`src/rtl/quad_encoder_counter.sv`:
```
// -----------------------------------------------------------------------------
// quad_encoder_counter
//
// Purpose:
//   Converts the debounced, clock-synchronous A/B phases of a mechanical rotary
//   encoder into a bounded up/down count. Only complete, valid quadrature
//   cycles that end back at the 00 rest position count as a detent. Partial
//   wiggles and illegal jumps never move the count.
//
// Ports:
//   clk         in   system clock, rising edge
//   reset       in   synchronous, active-high reset
//   enc_a       in   debounced encoder phase A (synchronous to clk)
//   enc_b       in   debounced encoder phase B (synchronous to clk)
//   value       out  [WIDTH-1:0] registered count
//   step_pulse  out  one-cycle pulse per detected detent
//   dir         out  direction of last detent (1 = up, 0 = down), held
//   err         out  one-cycle pulse when both phases change in one cycle
//
// Parameters:
//   WIDTH     width of value
//   INIT      value loaded on reset (<= 2**WIDTH-1)
//   STEP      amount added/subtracted per detent (1 .. 2**WIDTH-1)
//   SATURATE  1 = clamp at 0 and 2**WIDTH-1, 0 = wrap modulo 2**WIDTH
// -----------------------------------------------------------------------------
module quad_encoder_counter #(
  parameter int          WIDTH    = 8,
  parameter int unsigned INIT     = 0,
  parameter int unsigned STEP     = 1,
  parameter bit          SATURATE = 1'b1
) (
  input  logic             clk,
  input  logic             reset,
  input  logic             enc_a,
  input  logic             enc_b,
  output logic [WIDTH-1:0] value,
  output logic             step_pulse,
  output logic             dir,
  output logic             err
);

  localparam logic [WIDTH-1:0] INIT_V = WIDTH'(INIT);
  localparam logic [WIDTH:0]   STEP_X = (WIDTH + 1)'(STEP);
  localparam logic [WIDTH:0]   MAX_X  = {1'b0, {WIDTH{1'b1}}};

  // Registered state
  logic [WIDTH-1:0]   value_q,  value_d;
  logic               step_q,   step_d;
  logic               dir_q,    dir_d;
  logic               err_q,    err_d;
  logic signed [3:0]  acc_q,    acc_d;
  logic [1:0]         prev_q,   prev_d;
  logic               primed_q, primed_d;

  // Combinational helpers
  logic [1:0]         phase;
  logic [1:0]         delta;
  logic signed [3:0]  acc_step;
  logic [WIDTH:0]     sum_x;
  logic [WIDTH:0]     diff_x;
  logic [WIDTH-1:0]   up_v;
  logic [WIDTH-1:0]   dn_v;

  always_comb begin
    // Gray index {a,b}: 00->0, 01->1, 11->2, 10->3 is exactly {a, a^b}.
    phase = {enc_a, enc_a ^ enc_b};
    // Modulo-4 difference falls out of 2-bit wrap-around subtraction.
    delta = phase - prev_q;

    // Saturating/wrapping arithmetic in WIDTH+1 bits: the extra bit is the
    // carry on the way up and the borrow on the way down.
    sum_x  = {1'b0, value_q} + STEP_X;
    diff_x = {1'b0, value_q} - STEP_X;
    up_v   = (SATURATE && (sum_x > MAX_X)) ? MAX_X[WIDTH-1:0] : sum_x[WIDTH-1:0];
    dn_v   = (SATURATE && diff_x[WIDTH])   ? '0               : diff_x[WIDTH-1:0];

    acc_step = acc_q;
    case (delta)
      2'd1:    acc_step = acc_q + 4'sd1;
      2'd3:    acc_step = acc_q - 4'sd1;
      default: acc_step = acc_q;
    endcase
  end

  always_comb begin
    value_d  = value_q;
    dir_d    = dir_q;
    step_d   = 1'b0;
    err_d    = 1'b0;
    acc_d    = acc_q;
    prev_d   = prev_q;
    primed_d = primed_q;

    if (!primed_q) begin
      // First edge after reset only captures the resting phase, so inputs
      // parked off the 00 position never produce a spurious count.
      prev_d   = phase;
      primed_d = 1'b1;
    end else begin
      prev_d = phase;
      if (delta == 2'd2) begin
        // Both phases flipped together: direction unknown, keep acc as is.
        err_d = 1'b1;
      end else if (delta != 2'd0) begin
        acc_d = acc_step;
        if (phase == 2'd0) begin
          // Back at rest: a full cycle is exactly four net quarter steps.
          acc_d = '0;
          if (acc_step == 4'sd4) begin
            step_d  = 1'b1;
            dir_d   = 1'b1;
            value_d = up_v;
          end else if (acc_step == -4'sd4) begin
            step_d  = 1'b1;
            dir_d   = 1'b0;
            value_d = dn_v;
          end
        end
      end
    end
  end

  always_ff @(posedge clk) begin
    if (reset) begin
      value_q  <= INIT_V;
      step_q   <= 1'b0;
      dir_q    <= 1'b0;
      err_q    <= 1'b0;
      acc_q    <= '0;
      prev_q   <= '0;
      primed_q <= 1'b0;
    end else begin
      value_q  <= value_d;
      step_q   <= step_d;
      dir_q    <= dir_d;
      err_q    <= err_d;
      acc_q    <= acc_d;
      prev_q   <= prev_d;
      primed_q <= primed_d;
    end
  end

  assign value      = value_q;
  assign step_pulse = step_q;
  assign dir        = dir_q;
  assign err        = err_q;

endmodule

```
`config.mk`:
```
export PLATFORM = sky130hd
export DESIGN_NAME = quad_encoder_counter
export DESIGN_NICKNAME = d
export VERILOG_FILES = /design/src/rtl/quad_encoder_counter.sv
export SDC_FILE = /design/constraint.sdc
export NUM_CORES = 1
export LEC_CHECK = 0
export BUFFER_PORTS_ARGS = -buffer_cell sky130_fd_sc_hd__clkbuf_2
export CAP_MARGIN = 20
export CORE_MARGIN = 5
export CORE_UTILIZATION = 60
export CTS_CLUSTER_DIAMETER = 30
export CTS_CLUSTER_SIZE = 25
export DETAILED_ROUTE_END_ITERATION = 8
export GPL_ROUTABILITY_DRIVEN = 1
export PLACE_DENSITY = 0.88
export SYNTH_ARGS = -nofsm -noshare
export SYNTH_HDL_FRONTEND = slang
export SYNTH_SLANG_ARGS = --single-unit
export TNS_END_PERCENT = 50
```
`constraint.sdc`:
```
create_clock -name clk -period 10.1 [get_ports clk]
set_clock_uncertainty 0.15 [all_clocks]
set_input_delay 0 -clock clk [delete_from_list [all_inputs] [get_ports clk]]
set_output_delay 0 -clock clk [all_outputs]
set_load 0.005 [all_outputs]
```
==> impl.org, run 1 <==
** Routing
- The first detailed-routing pass took 5 iterations.
- Detailed Route Iter0 Violations :: 73
- Top sig layer :: met4
- Wire segments on met3 add up to around 160 um in the final route.
- The final layout contains routed wiring with a total length of 3290 um.
- Using the TritonRoute via totals, the vias-per-cell ratio works out to between 6 and 7.
- Wl on met1 :: 1390 um
- Wire segments on met2 add up to ~1700 um in the final route.
- In the routed design, unresolved DRC markers number 0.
- Total via count in the routed design :: 1,341
- In the final routed layout, each cell accounts on average for 15.4 um.
- The count of nets left with antenna violations once routing finished came out at 0.

** Clock tree
- TritonCTS created 3 clock buffers.
- Number of buffers inserted to repair setup after CTS :: 0
- Post-CTS Hold Buffers :: 3
- After clock tree synthesis, the clock-pin slew on the worst setup and hold paths is approximately 0.10 ns.
- TritonCTS clock tree :: yes
- The cell sitting at the root of the clock tree is a sky130_fd_sc_hd__clkbuf_4.
- At the later pin of the worst-skew pair, clock insertion delay measures ~0.29 ns.
- H-tree depth reported by CTS :: 1
- The longest clock path from root to sink contains 2 buffers.
- Post-CTS repair changed the size of 0 cells.
- Clock sinks :: 18

** Synthesis
- Gate count of the mapped netlist :: 175
- EDFF count, synth :: 0
- Counting distinct cell types in the post-synthesis netlist gives 50.
- Counting flops and latches in the post-synthesis netlist gives 18.
- Total standard cell area after synthesis :: 0.00138 mm2
- Most area-consuming cells after synthesis :: sky130_fd_sc_hd__dfxtp_1 (26%), sky130_fd_sc_hd__mux2i_1 (5.1%), sky130_fd_sc_hd__a21oi_1 (4.7%), sky130_fd_sc_hd__ha_1 (4.5%), sky130_fd_sc_hd__nor3_1 (4.4%)
- Of the post-synthesis cell area, the dominant cell type holds 0.262.
- Syn Nets :: between 150 and 200
- Most instantiated flip-flop cell in the synthesis netlist :: sky130_fd_sc_hd__dfxtp_1
- After synthesis, the share of flip-flops with an asynchronous set or reset is 0.
- The share of the Yosys chip area taken by registers is 0.262.
- Number of warnings issued by yosys :: 0
- Dominant cell type by area after synthesis :: sky130_fd_sc_hd__dfxtp_1
- A synthesized cell averages between 7 and 8 um2.

** Global route
- The first global-routing pass estimated around 5800 um of wire.
- Across every metal layer, demand over resource in global routing totals 0.216.
- Number of antenna violations at the first check in global routing :: 0
- Maximum number of pins on one net before global-route repair :: 15
- Vias in the first global route :: 1,303
- Summed over all layers, the global routing overflow is 0.

** Finish
- Area used by sequential logic in the layout :: around 360 um2
- Fill cells :: around 190
- Count of antenna diodes in the layout :: 0
- Post-route cell area :: between 0.001 and 0.0015 mm2
- Number of nets in the final layout :: just under 200
- Proportion of layout cells with a drive suffix above 1 :: 0.129
- Syn-to-layout area delta :: 7.73%
- Multi-input logic area :: roughly 930 um2

** Timing
- Post-layout minimum cycle time :: roughly 4.2 ns
- Final cycle utilization of the critical path :: 0.413
- Achievable frequency :: about 240 MHz
- The final number of hold-violating endpoints was 0.
- Worst slew slack as a fraction of its limit :: 0.502
- For the final routed database, the setup TNS stands at 0 ns.
- At the pin with the least slew margin, the transition time is approximately 0.75 ns.
- Setup repair after global routing left no endpoint under its margin.
- The count of pins over their slew limit came to 0.
- Across all hold checks on the routed design, the worst slack comes to between 0.15 and 0.2 ns.
- Final setup violating endpoints :: 0
- Worst setup margin :: 5.93 ns

** Critical path
- Crit path max fanout :: 11
- For the worst setup path, the data required time is slightly above 10 ns.
- The critical path in this run is classified as in2reg.
- Launching element type of the critical path :: input pin
- For the worst setup path, the data arrival time is between 4 and 5 ns.
- STA classifies the critical path endpoint as a flip-flop.

** Floorplan
- During I/O placement, the number of pins put on the boundary was 15.
- Core outline area :: 0.00219 mm2
- The die covers 0.00335 mm2.
- The die is between 50 and 60 um tall.
- Initial Utilization :: 0.628
- Placement Rows :: 17
- From left edge to right edge, the die measures between 50 and 60 um.

** Flow run
- # Max-Cap Violations :: 0

** Placement
- The congestion estimate from routability-driven global placement came to between 0.9 and 1.
- The placed instances occupy a cell area of ~0.0014 mm2.
- Post-detailed-placement half-perimeter wirelength :: between 2000 and 2500 um
- Before CTS, the worst setup slack after placement is ~6.2 ns.
- In this run the tool buffered the top-level ports with 14 buffer cells.

** Status
- Result of the run :: complete, no violations

** Power and ir drop
- Summed over all cells, the static leakage comes to about 0.58 nW.
- Post-route total power :: 0.164 mW
- Peak ir drop on the vdd network :: between 0.06 and 0.07 mV
- Power spread over the standard cell area amounts to 111 mW/mm2.

** Worst hold path
- Classification of the worst-slack hold path :: in2reg
cell families after synthesis:
family                   synth area share
flip-flops                          0.262
XOR/XNOR                           0.0792
adder cells (fa/ha/maj)            0.0455
AND/OR/NAND/NOR                     0.277
multiplexers                       0.0673
AO/OA/AOI/OAI                       0.210
buffers and inverters              0.0591
sequential cells by signal, indices dropped and copies added, names as in the netlist:
register    cells
dir             1
value           8
primed_q        1
err             1
prev_q          2
step_pulse      1
acc_q           4
synthesized netlist by cell type, types with 2 or more instances:
cell	count
sky130_fd_sc_hd__a211o_1	2
sky130_fd_sc_hd__a211oi_1	2
sky130_fd_sc_hd__a21oi_1	13
sky130_fd_sc_hd__buf_2	2
sky130_fd_sc_hd__buf_6	2
sky130_fd_sc_hd__clkbuf_1	4
sky130_fd_sc_hd__dfxtp_1	18
sky130_fd_sc_hd__ha_1	5
sky130_fd_sc_hd__inv_1	8
sky130_fd_sc_hd__mux2_2	2
sky130_fd_sc_hd__mux2i_1	7
sky130_fd_sc_hd__nand2_1	14
sky130_fd_sc_hd__nand3_1	8
sky130_fd_sc_hd__nand3b_1	2
sky130_fd_sc_hd__nand4_1	2
sky130_fd_sc_hd__nor2_1	15
sky130_fd_sc_hd__nor2b_1	5
sky130_fd_sc_hd__nor3_1	12
sky130_fd_sc_hd__nor3b_1	2
sky130_fd_sc_hd__nor4b_1	2
sky130_fd_sc_hd__o21ai_0	12
sky130_fd_sc_hd__or4_1	2
sky130_fd_sc_hd__xnor2_1	6
sky130_fd_sc_hd__xor2_1	2
worst max-delay path, cell delays in order:
cell	delay, ns
sky130_fd_sc_hd__dlygate4sd3_1	0.53
sky130_fd_sc_hd__clkbuf_2	0.15
sky130_fd_sc_hd__inv_1	0.06
sky130_fd_sc_hd__ha_1	0.41
sky130_fd_sc_hd__nor2b_1	0.20
sky130_fd_sc_hd__mux2i_1	0.41
sky130_fd_sc_hd__xnor2_1	0.13
sky130_fd_sc_hd__ha_1	0.26
sky130_fd_sc_hd__or4b_1	0.49
sky130_fd_sc_hd__a21o_1	0.21
sky130_fd_sc_hd__a211o_1	0.29
sky130_fd_sc_hd__a21oi_1	0.60
sky130_fd_sc_hd__o21ai_0	0.20
sky130_fd_sc_hd__a221oi_1	0.29
metal layers:
| metal | global-route usage | vias to the layer above |
|---|---|---|
| li1 | - | 662 |
| met1 | 0.252 | 620 |
| met2 | 0.369 | 49 |
| met3 | 0.0401 | 10 |
| met4 | 0.123 | 0 |
| met5 | 0 | - |
cell type report:
type	instances	area share
sequential	18	0.243
clock buffer	3	0.0152
tap	28	0.0236
timing repair buffer	17	0.0676
multi-input combinational	140	0.630
inverter	8	0.0203
cell usage in the layout, fill, tap and decap left out, drive strengths merged, types with 2 or more instances in the layout:
master	n
ha	5
nand3	8
o21ai	12
nand2	14
nor3b	2
a21oi	13
nor2	15
and2	2
nor2b	5
nor4b	2
dlygate4sd3	3
a211o	2
xor2	2
xnor2	7
inv	8
nor3	13
mux2	2
mux2i	7
or4	2
clkbuf	17
nand3b	2
a211oi	3
dfxtp	18
nand4	2
path summary, 6_finish.rpt:
check,start,endpoint,slack (ns),cells after the start
setup / recovery,enc_a,value[5],5.93,14
hold reg to reg,primed_q,err,0.37,1
setup reg to reg,prev_q[1],value[5],6.15,10
hold / removal,enc_b,prev_q[0],0.16,4
power by group:
part           leakage [nW]  switching (mW)  total, mW  internal [mW]
Combinational         0.421          0.0285     0.0503         0.0217
Clock                0.0138          0.0217     0.0356         0.0139
Sequential            0.146         0.00437     0.0779         0.0735
per-stage QoR:
stage | utilization | instances
floorplan | - | 175
global placement | 0.652 | 208
detailed placement | 0.652 | 208
CTS | 0.676 | 214
global route | 0.676 | 214
finish | 0.676 | 214
Note: power is estimated with default switching activity, not from simulation.
==> run 2, diff against run 1 <==
- CORE_UTILIZATION: 60 -> 58
- PLACE_DENSITY: 0.88 -> 0.86
- clock period: 10.1 -> 4.2 ns (I/O delays scaled with it)
==> run 2 against run 1 <==
Net effect:
- via count grew 1.6%
- critical path depth grew 1
- cell count grew 0.47%
- combinational power grew 140%
- register-to-register slack lost 5.8 ns
- critical endpoint is now value[6]
- routed wire length grew 0.49%
- total power grew 140%
- clock-buffer cell count is the same
- worst setup slack lost 5.8 ns
==> impl.org, run 2 (synthesized netlist as in run 1, its figures left out) <==
** Status
- The flow ran to the end, and the final reports show no timing, DRC or antenna violations.

** Critical path
- Across all register-to-register paths, the minimum setup slack is around 0.38 ns.
- Endpoint kind of the worst setup timing path :: flip-flop
- Worst R2R End :: value[6]
- Required time reported for the critical path endpoint :: ~4.2 ns
- Launch point of the worst reg-to-reg path :: prev_q[1]
- The number of cells on the worst reg-to-reg path is 11.
- Launching element type of the critical path :: input pin
- The worst setup path is of the in2reg kind.
- Along the worst path, the maximum fanout reaches 9.
- Arrival time of data at the critical path endpoint :: between 4 and 5 ns

** Routing
- Mean number of vias per cell :: 6.33
- The final route contains between 1,000 and 1,500 vias.
- The final layout contains routed wiring with a total length of between 3000 and 4000 um.
- For this run, design rule violations remaining after detail routing come to 0.
- In this run, the number of DRC markers left after iteration 0 of detailed routing was 80.
- Wire per inst :: roughly 15 um
- Count of nets left with antenna violations after detail routing :: 0
- Number of search-and-repair iterations in the first detailed-routing pass :: 4

** Flow run
- # Max-Cap Violations :: 0

** Clock tree
- CTS root buffer :: sky130_fd_sc_hd__clkbuf_4
- The clock passes through at most 2 buffers.
- The number of clock buffers added by TritonCTS is 3.
- After clock tree synthesis, the clock-pin slew on the worst setup and hold paths is around 0.10 ns.
- Clock sinks :: 18
- TritonCTS clock tree :: yes
- Clock insertion delay at the later pin of the skew report :: 0.29 ns
- H-tree depth reported by CTS :: 1

** Timing
- The final number of hold-violating endpoints is 0.
- For the pin with the worst max-slew slack, the measured transition is approximately 0.45 ns.
- Final max-slew violation count :: 0
- Worst-case hold slack :: roughly 0.16 ns
- Final cycle utilization of the critical path :: 0.963
- Setup violations remaining at the end of the flow were counted as 0.
- The worst path needs about 4 ns of the cycle, external delays included.
- Worst slew slack as a fraction of its limit :: 0.696
- Achievable frequency :: 247 MHz

** Global route
- Number of antenna violations at the first check in global routing :: 0
- The via count of the first global-routing pass is approximately 1,200.
- Total Routing Usage GR :: 0.199
- Maximum number of pins on one net before global-route repair :: 15
- The total overflow left after global routing is 0.
- Wire length of the first global-routing pass :: approximately 5400 um

** Floorplan
- Number of placed I/O pins :: 15
- The region available for standard cell placement spans between 0.002 and 0.0025 mm2.
- Initial Utilization :: 0.616
- The floorplan step defined a die boundary enclosing 0.00344 mm2.
- In this run the horizontal extent of the chip is just under 60 um.
- Placement Rows :: 17
- DIE HEIGHT :: about 59 um

** Worst hold path
- WHS Path Cells :: 4
- Classification of the worst-slack hold path :: in2reg
- For hold timing, the worst endpoint is prev_q[0].
- In this run the most critical hold path is launched from enc_b.

** Power and ir drop
- Power per Cell Area :: around 260 mW/mm2
- Static power due to leakage :: around 0.59 nW
- After layout, the design draws a total of 0.391 mW.
- Peak ir drop on the vdd network :: between 0.2 and 0.25 mV

** Placement
- During placement, the flow inserted port buffers numbering 14.
- Counting tap cells, the placed design contains a total of around 210 instances.
- The wire-length estimate of the detail-placed layout is approximately 2500 um.
- The congestion estimate from routability-driven global placement came to about 0.93.
- Total cell area at the placement stage :: 0.00144 mm2

** Finish
- Largest register FFs :: 8
- The finished layout holds between 200 and 250 standard cells, fillers aside.
- Proportion of layout cells with a drive suffix above 1 :: 0.144
- Most common cell after layout, fill and taps aside :: sky130_fd_sc_hd__dfxtp_1
- For this run, the share of the core covered by cells in the final layout is 0.669.
- Post-route cell area :: ~0.0015 mm2
- In the final design database the tool counted between 150 and 200 nets.
- 0 antenna diodes ended up in the layout.
- The area growth from synthesis to layout is 8.73%.
- The library cells used most frequently in the layout, excluding fill and tap cells, are sky130_fd_sc_hd__dfxtp_1 (18), sky130_fd_sc_hd__nor2_1 (15), sky130_fd_sc_hd__nand2_1 (14), sky130_fd_sc_hd__clkbuf_2 (14), sky130_fd_sc_hd__a21oi_1 (13).
run 2: cell types whose count changed in the layout (fill, tap and decap cells not counted), sizes merged:
cell	previous run	this run
buf	0	1
run 2: worst max-delay path by stage:
stage | cells past startpoint | start | slack (ns) | to
floorplan | 12 | prev_q[1] | 0.67 | value[6]
global placement | 11 | prev_q[1] | 0.55 | value[6]
detailed placement | 14 | enc_a | 0.34 | value[6]
CTS | 15 | enc_a | 0.12 | value[6]
global route | 15 | enc_a | -0.02 | value[6]
finish | 15 | enc_a | 0.15 | value[6]
run 2: layout make-up:
cell class,instances,area (um2)
Clock buffer,3,22.5
Fill cell,206,738
Inverter,8,30.0
Multi-Input combinational cell,140,940
Sequential cell,18,360
Tap cell,28,35.0
Timing Repair Buffer,18,108
run 2: per-layer routing:
layer,track usage,routed length (um),vias up,part of all wire
met5,0,0,-,0
met4,0.0712,51,0,0.015
met3,0.0197,129,6,0.039
met2,0.365,1710,46,0.52
met1,0.237,1420,645,0.43
li1,-,-,665,-
run 2: power breakdown:
group          switching [mW]  internal [mW]
clock network          0.0501         0.0334
logic                  0.0674         0.0532
registers              0.0106          0.177
run 2: worst max-delay path: stages:
cell,delay [ns]
sky130_fd_sc_hd__dlygate4sd3_1,0.52
sky130_fd_sc_hd__clkbuf_2,0.16
sky130_fd_sc_hd__inv_1,0.07
sky130_fd_sc_hd__ha_1,0.41
sky130_fd_sc_hd__nor2b_2,0.23
sky130_fd_sc_hd__mux2i_2,0.34
sky130_fd_sc_hd__xnor2_1,0.11
sky130_fd_sc_hd__ha_1,0.26
sky130_fd_sc_hd__or4b_1,0.49
sky130_fd_sc_hd__a21o_1,0.22
sky130_fd_sc_hd__a211o_1,0.29
sky130_fd_sc_hd__and2_4,0.17
sky130_fd_sc_hd__or2_1,0.34
sky130_fd_sc_hd__a22o_1,0.27
sky130_fd_sc_hd__o31a_1,0.22
run 2: through the flow:
| stage | setup TNS [ns] | setup WS [ns] |
|---|---|---|
| finish | 0 | 0.154 |
| global route | -0.0243 | -0.0243 |
| CTS | 0 | 0.119 |
| detailed placement | 0 | 0.343 |
| global placement | 0 | 0.545 |
| floorplan | 0 | 0.666 |
run 2: repair_timing:
item / 4_1_cts / 5_1_grt
hold endpoints to repair: 13 / 0
setup buffers: 0 / 0
resized for setup: 0 / 2
hold buffers: 3 / 0
setup endpoints to repair: 0 / 6
==> run 3, diff against run 2 <==
--- a/config.mk
+++ b/config.mk
@@ -9,5 +9,4 @@
 export CAP_MARGIN = 20
-export CORE_MARGIN = 5
 export CORE_UTILIZATION = 58
-export CTS_CLUSTER_DIAMETER = 30
+export CTS_CLUSTER_DIAMETER = 80
 export CTS_CLUSTER_SIZE = 25
--- a/constraint.sdc
+++ b/constraint.sdc
@@ -4,2 +4,2 @@
 set_output_delay 0 -clock clk [all_outputs]
-set_load 0.005 [all_outputs]
+set_load 0.05 [all_outputs]
==> run 3 against run 2 <==
Net effect:
- clock power grew 26%
- utilization rose by 1.0 points
- critical path depth did not move
- cell count increased by 0.47%
- total power increased by 7.9%
- hold slack gained 0.0067 ns
- clock-buffer cell count increased by 1
==> impl.org, run 3 (synthesized netlist as in run 1, its figures left out) <==
** Clock tree
- Clock sinks :: 18
- The number of clock buffers added by TritonCTS is 3.
- The later pin in the worst-skew pair is clocked with a latency of 0.29 ns.
- Maximum root-to-sink buffer count :: 2
- CTS root buffer :: sky130_fd_sc_hd__clkbuf_4
- TritonCTS built the clock tree.
- CTS built an H-tree with a depth of 1.
- After clock tree synthesis, the clock-pin slew on the worst setup and hold paths is 0.11 ns.

** Floorplan
- The initial utilization of the core area, before any placement, comes to 0.616.
- 15 I/O pins were placed.
- Die extent in x :: 50.7 um
- From bottom edge to top edge, the die measures 50.7 um.
- The core region is 0.00223 mm2.
- Placement Rows :: 17
- The die covers about 0.0026 mm2.

** Status
- Result of the run :: complete, no violations

** Timing
- Timing would allow up to 250 MHz.
- Setup violations remaining at the end of the flow were counted as 0.
- Final Hold Violating Endpoints :: 0
- Worst slew slack as a fraction of its limit :: 0.655
- The smallest clock period supported by the final layout is computed as 3.99 ns.
- After routing, the total negative slack on setup checks comes to 0 ns.
- Setup repair after global routing left no endpoint under its margin.
- Final cycle utilization of the critical path :: 0.951
- Transition time at the pin with the least slew margin :: ~0.52 ns
- Final max-slew violation count :: 0

** Routing
- In the routed design, unresolved DRC markers number 0.
- Number of search-and-repair iterations in the first detailed-routing pass :: 5
- The routed design has ~3400 um of wire.
- The detail route stage leaves a number of antenna-violating nets equal to 0.
- For this block, wires on met1 add up to around 1400 um.
- Total via count in the routed design :: about 1,400
- Summed over all nets, wire length on met3 after detailed routing comes to between 150 and 200 um.
- In this run the top signal layer used is met4.
- Detailed Route Iter0 Violations :: just under 50
- After detailed routing, the met2 layer carries approximately 1700 um of wire.
- In the routed layout, each cell is associated on average with a via count of approximately 6.5.
- In the final routed layout, each cell accounts on average for roughly 16 um.

** Finish
- Number of nets in the final layout :: 198
- The area growth from synthesis to layout is 10.4%.
- Once layout is done, the placed cells without fillers occupy approximately 0.0015 mm2.
- Most common cell after layout, fill and taps aside :: sky130_fd_sc_hd__dfxtp_1
- After filler insertion, the fill cell instance count of the layout stands at 191.
- Leaving out fill and tap cells, the most frequent cells in the layout are sky130_fd_sc_hd__dfxtp_1 (18), sky130_fd_sc_hd__nor2_1 (15), sky130_fd_sc_hd__nand2_1 (14), sky130_fd_sc_hd__clkbuf_2 (14), sky130_fd_sc_hd__a21oi_1 (13).
- 0 antenna diodes ended up in the layout.
- The register with the most flip-flops in the layout has 8 of them.
- Of the cells placed in the final design, the portion with a size suffix greater than 1 is 0.149.

** Global route
- Maximum number of pins on one net before global-route repair :: 15
- The first global-routing pass estimated about 5600 um of wire.
- In the global route stage, overall resource usage came out at 0.283.
- Remaining global-route overflow :: 0
- Vias in the first global route :: around 1,300
- Number of antenna violations at the first check in global routing :: 0

** Power and ir drop
- Static power due to leakage :: between 0.5 and 0.6 nW
- Power per Cell Area :: roughly 280 mW/mm2
- The worst-case IR drop observed on VDD is 0.145 mV.
- The completed layout was analyzed and its total power is between 0.4 and 0.5 mW.

** Critical path
- Launch point of the worst reg-to-reg path :: prev_q[1]
- The worst setup path is of the in2reg kind.
- The critical path ends at value[6].
- Worst R2R End :: value[6]
- Endpoint kind of the worst setup timing path :: flip-flop
- Worst setup path start :: enc_a
- The worst setup path is launched from an input pin.
- Arrival time of data at the critical path endpoint :: a little over 4 ns
- Along the worst path, the maximum fanout reaches 9.
- Length in cells of the worst reg-to-reg path :: 11
- Across all register-to-register paths, the minimum setup slack is 0.43 ns.
- For the worst setup path, the data required time is around 4.2 ns.

** Placement
- Routability Congestion :: roughly 0.9
- Summing all placed instances gives a cell area of about 0.0014 mm2.
- Buffers added on ports :: 14
- After legalization and detailed placement, the total HPWL measured 2430 um.

** Flow run
- Max-cap violations in this run came to 0.

** Worst hold path
- Beginning of the worst hold path :: enc_b
- The min-delay analysis places its worst path in the category in2reg.
[run 3: critical path, stage by stage]
cell,delay (ns)
sky130_fd_sc_hd__dlygate4sd3_1,0.53
sky130_fd_sc_hd__clkbuf_2,0.15
sky130_fd_sc_hd__inv_1,0.08
sky130_fd_sc_hd__ha_1,0.41
sky130_fd_sc_hd__nor2b_1,0.30
sky130_fd_sc_hd__mux2i_4,0.16
sky130_fd_sc_hd__xnor2_1,0.16
sky130_fd_sc_hd__ha_1,0.26
sky130_fd_sc_hd__or4b_1,0.49
sky130_fd_sc_hd__a21o_1,0.21
sky130_fd_sc_hd__a211o_1,0.29
sky130_fd_sc_hd__and2_4,0.17
sky130_fd_sc_hd__or2_1,0.35
sky130_fd_sc_hd__a22o_1,0.27
sky130_fd_sc_hd__o31a_1,0.23
[run 3: what timing repair did]
item / CTS / global route
endpoints found under the setup margin: 0 / 3
setup buffers: 0 / 0
resized for setup: 0 / 3
hold buffers: 3 / 0
hold endpoints to repair: 13 / 0
[run 3: through the flow]
step / hold slack [ns] / util / worst slack [ns] / std cells
floorplan: -0.0784 / - / 0.666 / 175
global placement: 0.140 / 0.643 / 0.559 / 209
detailed placement: 0.163 / 0.643 / 0.361 / 209
global route: 0.228 / 0.680 / 0.0446 / 216
CTS: 0.155 / 0.673 / 0.122 / 216
finish: 0.169 / 0.680 / 0.205 / 216
[run 3: how the worst min path moves through the flow]
stage,slack [ns],to,cells past startpoint
after global placement,0.14,prev_q[1],3
after floorplan,-0.08,prev_q[0],1
final,0.17,prev_q[0],4
after global routing,0.23,prev_q[0],4
after CTS,0.16,prev_q[0],4
after detailed placement,0.16,prev_q[1],3
[run 3: area by class of cell]
type	count	area (um2)	area share
timing repair buffer	18	108	0.0709
multi-input combinational	140	948	0.625
tap	28	35.0	0.0231
sequential	18	360	0.237
clock buffer	4	36.3	0.0239
inverter	8	30.0	0.0198
[run 3: metal layers]
metal / up-vias / track usage
li1: 666 / -
met1: 659 / 0.325
met2: 72 / 0.504
met3: 14 / 0.0455
met4: 0 / 0.134
met5: - / 0
[run 3: power breakdown]
group	switching [mW]	total, mW	internal [mW]
Combinational	0.0757	0.130	0.0545
Clock	0.0526	0.105	0.0527
Sequential	0.0101	0.187	0.177
Total	0.138	0.422	0.284
